**config.mk**
```make
export PLATFORM = sky130hd
export DESIGN_NAME = pipe_stall_ctrl
export DESIGN_NICKNAME = d
export VERILOG_FILES = /design/src/rtl/pipe_stall_ctrl_pkg.sv /design/src/rtl/pipe_stall_ctrl_md_busy_cnt.sv /design/src/rtl/pipe_stall_ctrl.sv
export SDC_FILE = /design/constraint.sdc
export NUM_CORES = 1
export LEC_CHECK = 0
export CAP_MARGIN = 20
export CORE_UTILIZATION = 39
export DETAILED_ROUTE_END_ITERATION = 16
export PLACE_DENSITY_LB_ADDON = 0.05
export SLEW_MARGIN = 40
export SYNTH_ARGS = -nofsm -noshare
export SYNTH_HDL_FRONTEND = slang
export SYNTH_HIERARCHICAL = 1
export SYNTH_SLANG_ARGS = --single-unit
```
**constraint.sdc**
```tcl
create_clock -name Clk -period 1.65 [get_ports Clk]
set_input_delay 0.165 -clock Clk [delete_from_list [all_inputs] [get_ports Clk]]
set_output_delay 0.165 -clock Clk [all_outputs]
set_load 0.01 [all_outputs]
```
**src/rtl/pipe_stall_ctrl_pkg.sv**
```systemverilog
// Shared constants for the pipeline hazard/stall controller.
// The mult/div unit imports the same latency defaults so that the busy
// window seen by the stall logic always matches the real unit latency.
package pipe_stall_ctrl_pkg;

  // Width of the Tuse / Tnew timing fields carried down the pipeline
  localparam int TUSE_W = 2;
  localparam int TNEW_W = 2;

  // A Tuse of 3 means "operand not read"; Tnew never exceeds 2, so it can never stall
  localparam logic [TUSE_W-1:0] TUSE_NONE = 2'd3;

  // Mult/div latencies in cycles after the start is issued in E
  localparam int MULT_CYCLES_DEF = 5;
  localparam int DIV_CYCLES_DEF  = 10;
  localparam int CNT_W_DEF       = 4;

  // Width of the optional stall statistics counters
  localparam int STAT_W = 32;

endpackage

```
**src/rtl/pipe_stall_ctrl_md_busy_cnt.sv**
```systemverilog
// Mult/div busy countdown. A start loads the latency of the selected
// operation (reloading if already busy); the counter then runs down to zero.
// Busy is the registered "counter nonzero" flag, so it rises the cycle after
// the start and stays high for exactly the operation latency.
module md_busy_cnt
  import pipe_stall_ctrl_pkg::*;
#(
  parameter int MULT_CYCLES = MULT_CYCLES_DEF,
  parameter int DIV_CYCLES  = DIV_CYCLES_DEF,
  parameter int CNT_W       = CNT_W_DEF
) (
  input  logic clk_i,
  input  logic reset_i,
  input  logic mdStart_i,
  input  logic mdDiv_i,
  output logic mdBusy_o
);

  logic [CNT_W-1:0] mdCnt_q;
  logic [CNT_W-1:0] mdCnt_d;

  // Next count: a new start wins over the running countdown
  always_comb begin
    mdCnt_d = mdCnt_q;
    if (mdStart_i) begin
      mdCnt_d = mdDiv_i ? CNT_W'(DIV_CYCLES) : CNT_W'(MULT_CYCLES);
    end else if (mdCnt_q != '0) begin
      mdCnt_d = mdCnt_q - 1'b1;
    end
  end

  // Counter register; reset aborts any operation in flight
  always_ff @(posedge clk_i) begin
    if (reset_i) begin
      mdCnt_q <= '0;
    end else begin
      mdCnt_q <= mdCnt_d;
    end
  end

  assign mdBusy_o = (mdCnt_q != '0);

endmodule

```
**src/rtl/pipe_stall_ctrl.sv**
```systemverilog
// Hazard and stall controller for the five-stage pipeline.
// Freezes PC and F/D and bubbles D/E whenever the instruction in decode
// would read a register that E or M has not produced in time (Tuse/Tnew),
// or needs the mult/div unit while it is starting or still busy.
// Optional build macro STALL_STAT_EN adds saturating stall statistics
// counters (StallCnt, MdStallCnt).
module pipe_stall_ctrl
  import pipe_stall_ctrl_pkg::*;
#(
  parameter int MULT_CYCLES = MULT_CYCLES_DEF,
  parameter int DIV_CYCLES  = DIV_CYCLES_DEF,
  parameter int CNT_W       = CNT_W_DEF
) (
  input  logic              Clk,
  input  logic              Reset,
  input  logic [4:0]        RsD,
  input  logic [4:0]        RtD,
  input  logic [TUSE_W-1:0] TuseRsD,
  input  logic [TUSE_W-1:0] TuseRtD,
  input  logic              MdUseD,
  input  logic [4:0]        A3E,
  input  logic [TNEW_W-1:0] TnewE,
  input  logic [4:0]        A3M,
  input  logic [TNEW_W-1:0] TnewM,
  input  logic              MdStartE,
  input  logic              MdDivE,
`ifdef STALL_STAT_EN
  output logic [STAT_W-1:0] StallCnt,
  output logic [STAT_W-1:0] MdStallCnt,
`endif
  output logic              PCEn,
  output logic              DRegEn,
  output logic              ERegClr,
  output logic              MdBusy
);

  logic mdBusyRaw;
  logic stallRs;
  logic stallRt;
  logic stallMd;
  logic stall;

  md_busy_cnt #(
    .MULT_CYCLES (MULT_CYCLES),
    .DIV_CYCLES  (DIV_CYCLES),
    .CNT_W       (CNT_W)
  ) u_md_busy_cnt (
    .clk_i     (Clk),
    .reset_i   (Reset),
    .mdStart_i (MdStartE),
    .mdDiv_i   (MdDivE),
    .mdBusy_o  (mdBusyRaw)
  );

  // Busy is forced low while reset is held so downstream logic sees a clean idle unit
  assign MdBusy = mdBusyRaw & ~Reset;

  // Data and mult/div hazard detection; E and M are checked independently, $zero never stalls
  always_comb begin
    stallRs = (RsD != 5'd0) &&
              (((RsD == A3E) && (TnewE > TuseRsD)) ||
               ((RsD == A3M) && (TnewM > TuseRsD)));
    stallRt = (RtD != 5'd0) &&
              (((RtD == A3E) && (TnewE > TuseRtD)) ||
               ((RtD == A3M) && (TnewM > TuseRtD)));
    stallMd = MdUseD & (MdStartE | MdBusy);
    stall   = (stallRs | stallRt | stallMd) & ~Reset;
  end

  assign PCEn    = ~stall;
  assign DRegEn  = ~stall;
  assign ERegClr = stall;

`ifdef STALL_STAT_EN
  logic              stallMdCounted;
  logic [STAT_W-1:0] stallCnt_q;
  logic [STAT_W-1:0] stallCnt_d;
  logic [STAT_W-1:0] mdStallCnt_q;
  logic [STAT_W-1:0] mdStallCnt_d;

  // Saturating increments for the two statistics counters
  always_comb begin
    stallMdCounted = stallMd & ~Reset;
    stallCnt_d     = stallCnt_q;
    mdStallCnt_d   = mdStallCnt_q;
    if (stall && (stallCnt_q != '1)) begin
      stallCnt_d = stallCnt_q + 1'b1;
    end
    if (stallMdCounted && (mdStallCnt_q != '1)) begin
      mdStallCnt_d = mdStallCnt_q + 1'b1;
    end
  end

  // Statistics registers, cleared by reset
  always_ff @(posedge Clk) begin
    if (Reset) begin
      stallCnt_q   <= '0;
      mdStallCnt_q <= '0;
    end else begin
      stallCnt_q   <= stallCnt_d;
      mdStallCnt_q <= mdStallCnt_d;
    end
  end

  assign StallCnt   = stallCnt_q;
  assign MdStallCnt = mdStallCnt_q;
`endif

endmodule
```
==> impl_summary.txt <==
----------------------------------------------------
[STA]
  Count of endpoints failing hold in the final timing report ... 0
  Timing-limited maximum frequency ... 541 MHz
  Final critical delay including setup and external delays ... 1850 ps
  Worst Max-Slew Pin Slew ... 312 ps
  Final setup slack of the worst path ... -198 ps
  Setup repair after global routing missed its margin ... yes
  Fin crit share ... 112%
  Worst clock skew ... 10.8 ps
  Setup Total Neg Slack ... -621 ps
  Remaining max-slew budget at the tightest pin ... 78.9%
  Final-report max-slew violation count ... 0
  Final Setup Violations ... 5

[Floorplanning]
  Core box area ... 1590 µm²
  Die outline height ... 44.3 µm
  Placement row count ... 14
  Die span in x ... 44.3 µm
  Initial core utilization ... 43.8%
  Number of primary I/O pins ... 37
  Die Outline Area ... 1960 µm²

[Global routing]
  Pin count of the biggest net entering global routing ... 9
  Overall fraction of global-route tracks in use ... 30.7%
  Global-route wire length before repair ... 4.25 mm
  Number of antenna violations at the first check in global routing ... 0
  Global route total overflow ... 0
  Number of global-route vias before repair ... 987

[Synthesis]
  Number of nets produced by synthesis ... 130
  Count of flip-flops with a built-in enable after synthesis ... 0
  Synth top area cells ... sky130_fd_sc_hd__ha_1 18%, sky130_fd_sc_hd__xnor2_1 18%, sky130_fd_sc_hd__dfxtp_1 11%, sky130_fd_sc_hd__xor2_1 8.8%, sky130_fd_sc_hd__inv_1 5.4%
  Synthesized netlist cell count ... 87
  Cell type contributing the most total cell area after synthesis ... sky130_fd_sc_hd__ha_1
  Post-synthesis area per instance ... 8.02 µm²
  Yosys cell types ... 28
  Main synth FF type ... sky130_fd_sc_hd__dfxtp_1
  Seq/Total Area, Yosys ... 11.5%
  Count of warnings emitted by yosys ... 6
  Async S/R FF share, synth ... 0%
  Synth Register Bits ... 4
  Area of the mapped netlist ... 698 µm²
  Post-synth top area share ... 17.9%

[Routing]
  Via count ... 982
  Post-route ant nets ... 0
  Iteration-0 DRC count of the detailed router ... 22
  Number of iterations in the first detailed-routing pass ... 4
  Average wire per cell in the routed design ... 18.7 µm
  Total Routed Length ... 3.28 mm
  Via/cell ratio ... 5.61
  # DRC ... 0

[Placed design]
  Total placed instance area ... 1230 µm²
  # placed instances ... 166
  Placer's final routability congestion estimate ... 0.872
  # port buffers ... 36
  Final HPWL from detailed placement ... 1.94 mm
  Worst slack, placed ... -901 ps

[Worst setup path]
  Data arrival, critical path ... 1680 ps
  Largest stage delay on the critical path ... 330 ps
  Highest fanout seen on the critical path ... 3
  Critical path buffer and inverter count ... 3
  Crit path max-delay cell type ... sky130_fd_sc_hd__nor4_2
  Element type at the critical path end ... primary output
  Worst setup path class ... input port to primary output
  Reg-to-Reg Start ... u_md_busy_cnt/mdCnt_q[1]
  Critical Path RT ... 1480 ps
  Sequence of cells on the critical path ... clkdlybuf4s15_1 > buf_4 > xnor2_2 > nand4_1 > nor4_2 > o221ai_2 > and3_1 > buf_2
  Top delay family on crit path ... simple AND/OR/NAND/NOR gates
  Kind of start point of the critical path ... input port
  Critical path startpoint ... RtD[0]

[Job]
  Number of maximum-capacitance constraint violations ... 0

[Clock network]
  Clock tree from TritonCTS ... done
  Clock sink count ... 4
  Clock-pin slew on the worst setup and hold paths ... 40 ps
  Depth of the CTS H-tree ... 1
  Clock latency of the later-clocked register in the worst-skew pair ... 250 ps
  Number of buffers created by CTS ... 3
  Clock tree buffer depth ... 2
  Number of buffers inserted for hold repair after clock tree synthesis ... 0
  Root Buffer ... sky130_fd_sc_hd__clkbuf_4

[Final layout]
  Biggest regs ... u_md_busy_cnt/mdCnt_q: 4 flops
  Layout cells sized above 1 ... 51.0%
  Leading cell type in the layout, fill and taps excluded ... sky130_fd_sc_hd__buf_4
  Highest-count cells in the layout ignoring fill and taps ... 25 x sky130_fd_sc_hd__buf_4, 16 x sky130_fd_sc_hd__dlygate4sd2_1, 9 x sky130_fd_sc_hd__xnor2_1, 9 x sky130_fd_sc_hd__ha_4
  Number of nets in the layout ... 196
  Largest register by flop count ... u_md_busy_cnt/mdCnt_q
  Final instance count without filler cells ... 175
  Final Cell Area ... 1450 µm²
  Number of filler cells placed in the layout ... 76
  Final cell utilization of the core ... 90.7%
  Synth-to-layout area growth ... 107%
  Count of antenna diodes in the layout ... 0
  Number of flip-flops under the largest register name ... 4

[Worst hold path]
  Hold crit path type ... input port to register
  Origin of the worst min-delay path ... MdDivE

[Power]
  Peak supply drop ... 0.000727 V
  Cell leakage power ... 0.000621 µW
  Power per Cell Area ... 502 nW/µm²

[Status]
  Violated checks ... setup timing
  Outcome ... finished, violations left

----------------------------------------------------
[cell families (layout without fill, tap and decap cells)]
logic type               after synthesis  in the layout  share of synthesized area (%)
AND/OR/NAND/NOR                       28             28                           24.2
XOR/XNOR                              21             21                           26.3
AO/OA/AOI/OAI                         12             12                           13.1
buffers and inverters                 12             76                           6.99
adder cells (fa/ha/maj)               10             10                           17.9
flip-flops                             4              4                           11.5
[final timing paths]
path / cells after the start / slack (ps) / end
worst max-delay path: 8 / -200 / DRegEn
worst min register to register: 3 / 700 / u_md_busy_cnt/mdCnt_q[3]
worst max register to register: 8 / -20 / u_md_busy_cnt/mdCnt_q[0]
worst min-delay path: 3 / 520 / u_md_busy_cnt/mdCnt_q[1]
[where the power goes]
part           leakage (µW)  switching [µW]  internal, µW
logic              0.000574             218           256
clock network     0.0000138            46.0          81.7
registers         0.0000336            12.9           111
[metal layers]
layer / vias up / GRT usage [%] / wire length [µm]
met5: - / 0 / 0
met4: 0 / 19.4 / 204
met3: 26 / 2.45 / 178
met2: 48 / 58.5 / 1650
met1: 462 / 31.6 / 1250
li1: 446 / - / -
[synth_stat cells, types with 2 or more instances]
| library cell | instances |
|---|---|
| sky130_fd_sc_hd__xor2_1 | 7 |
| sky130_fd_sc_hd__a21oi_1 | 4 |
| sky130_fd_sc_hd__nor2_1 | 2 |
| sky130_fd_sc_hd__dfxtp_1 | 4 |
| sky130_fd_sc_hd__nand4_1 | 3 |
| sky130_fd_sc_hd__ha_1 | 10 |
| sky130_fd_sc_hd__nand3_1 | 3 |
| sky130_fd_sc_hd__nor3_1 | 2 |
| sky130_fd_sc_hd__o221ai_1 | 2 |
| sky130_fd_sc_hd__nand2_1 | 4 |
| sky130_fd_sc_hd__nor2b_1 | 3 |
| sky130_fd_sc_hd__xnor2_1 | 14 |
| sky130_fd_sc_hd__nor4_1 | 3 |
| sky130_fd_sc_hd__or4_1 | 3 |
| sky130_fd_sc_hd__inv_1 | 10 |
[area by class of cell]
cell class	count	area, µm²	area share [%]
multi-input combinational	71	797	55.1
timing repair buffer	62	474	32.8
sequential	4	81.3	5.62
inverter	11	41.3	2.85
tap	24	30.0	2.08
clock buffer	3	22.5	1.56
[stage by stage]
stage / power [µW] / hold slack, ps
after floorplan: 276 / 234
after global placement: 478 / 655
after detailed placement: 491 / 661
after CTS: 660 / 518
after global routing: 755 / 534
final: 726 / 523
[tightest hold or removal path, stage by stage]
cell and delay, ps:
sky130_fd_sc_hd__clkdlybuf4s50_1 430, sky130_fd_sc_hd__nand2_1 70, sky130_fd_sc_hd__a21oi_1 60
[repair_timing]
action                                 4_1_cts  5_1_grt
endpoints found under the hold margin        0        0
setup endpoints to repair                    4        4
cloned                                       0        0
pin swaps                                   22       22
setup buffers                                3        3
resized for setup                           77       27
Note: power is estimated with default switching activity, not from simulation.
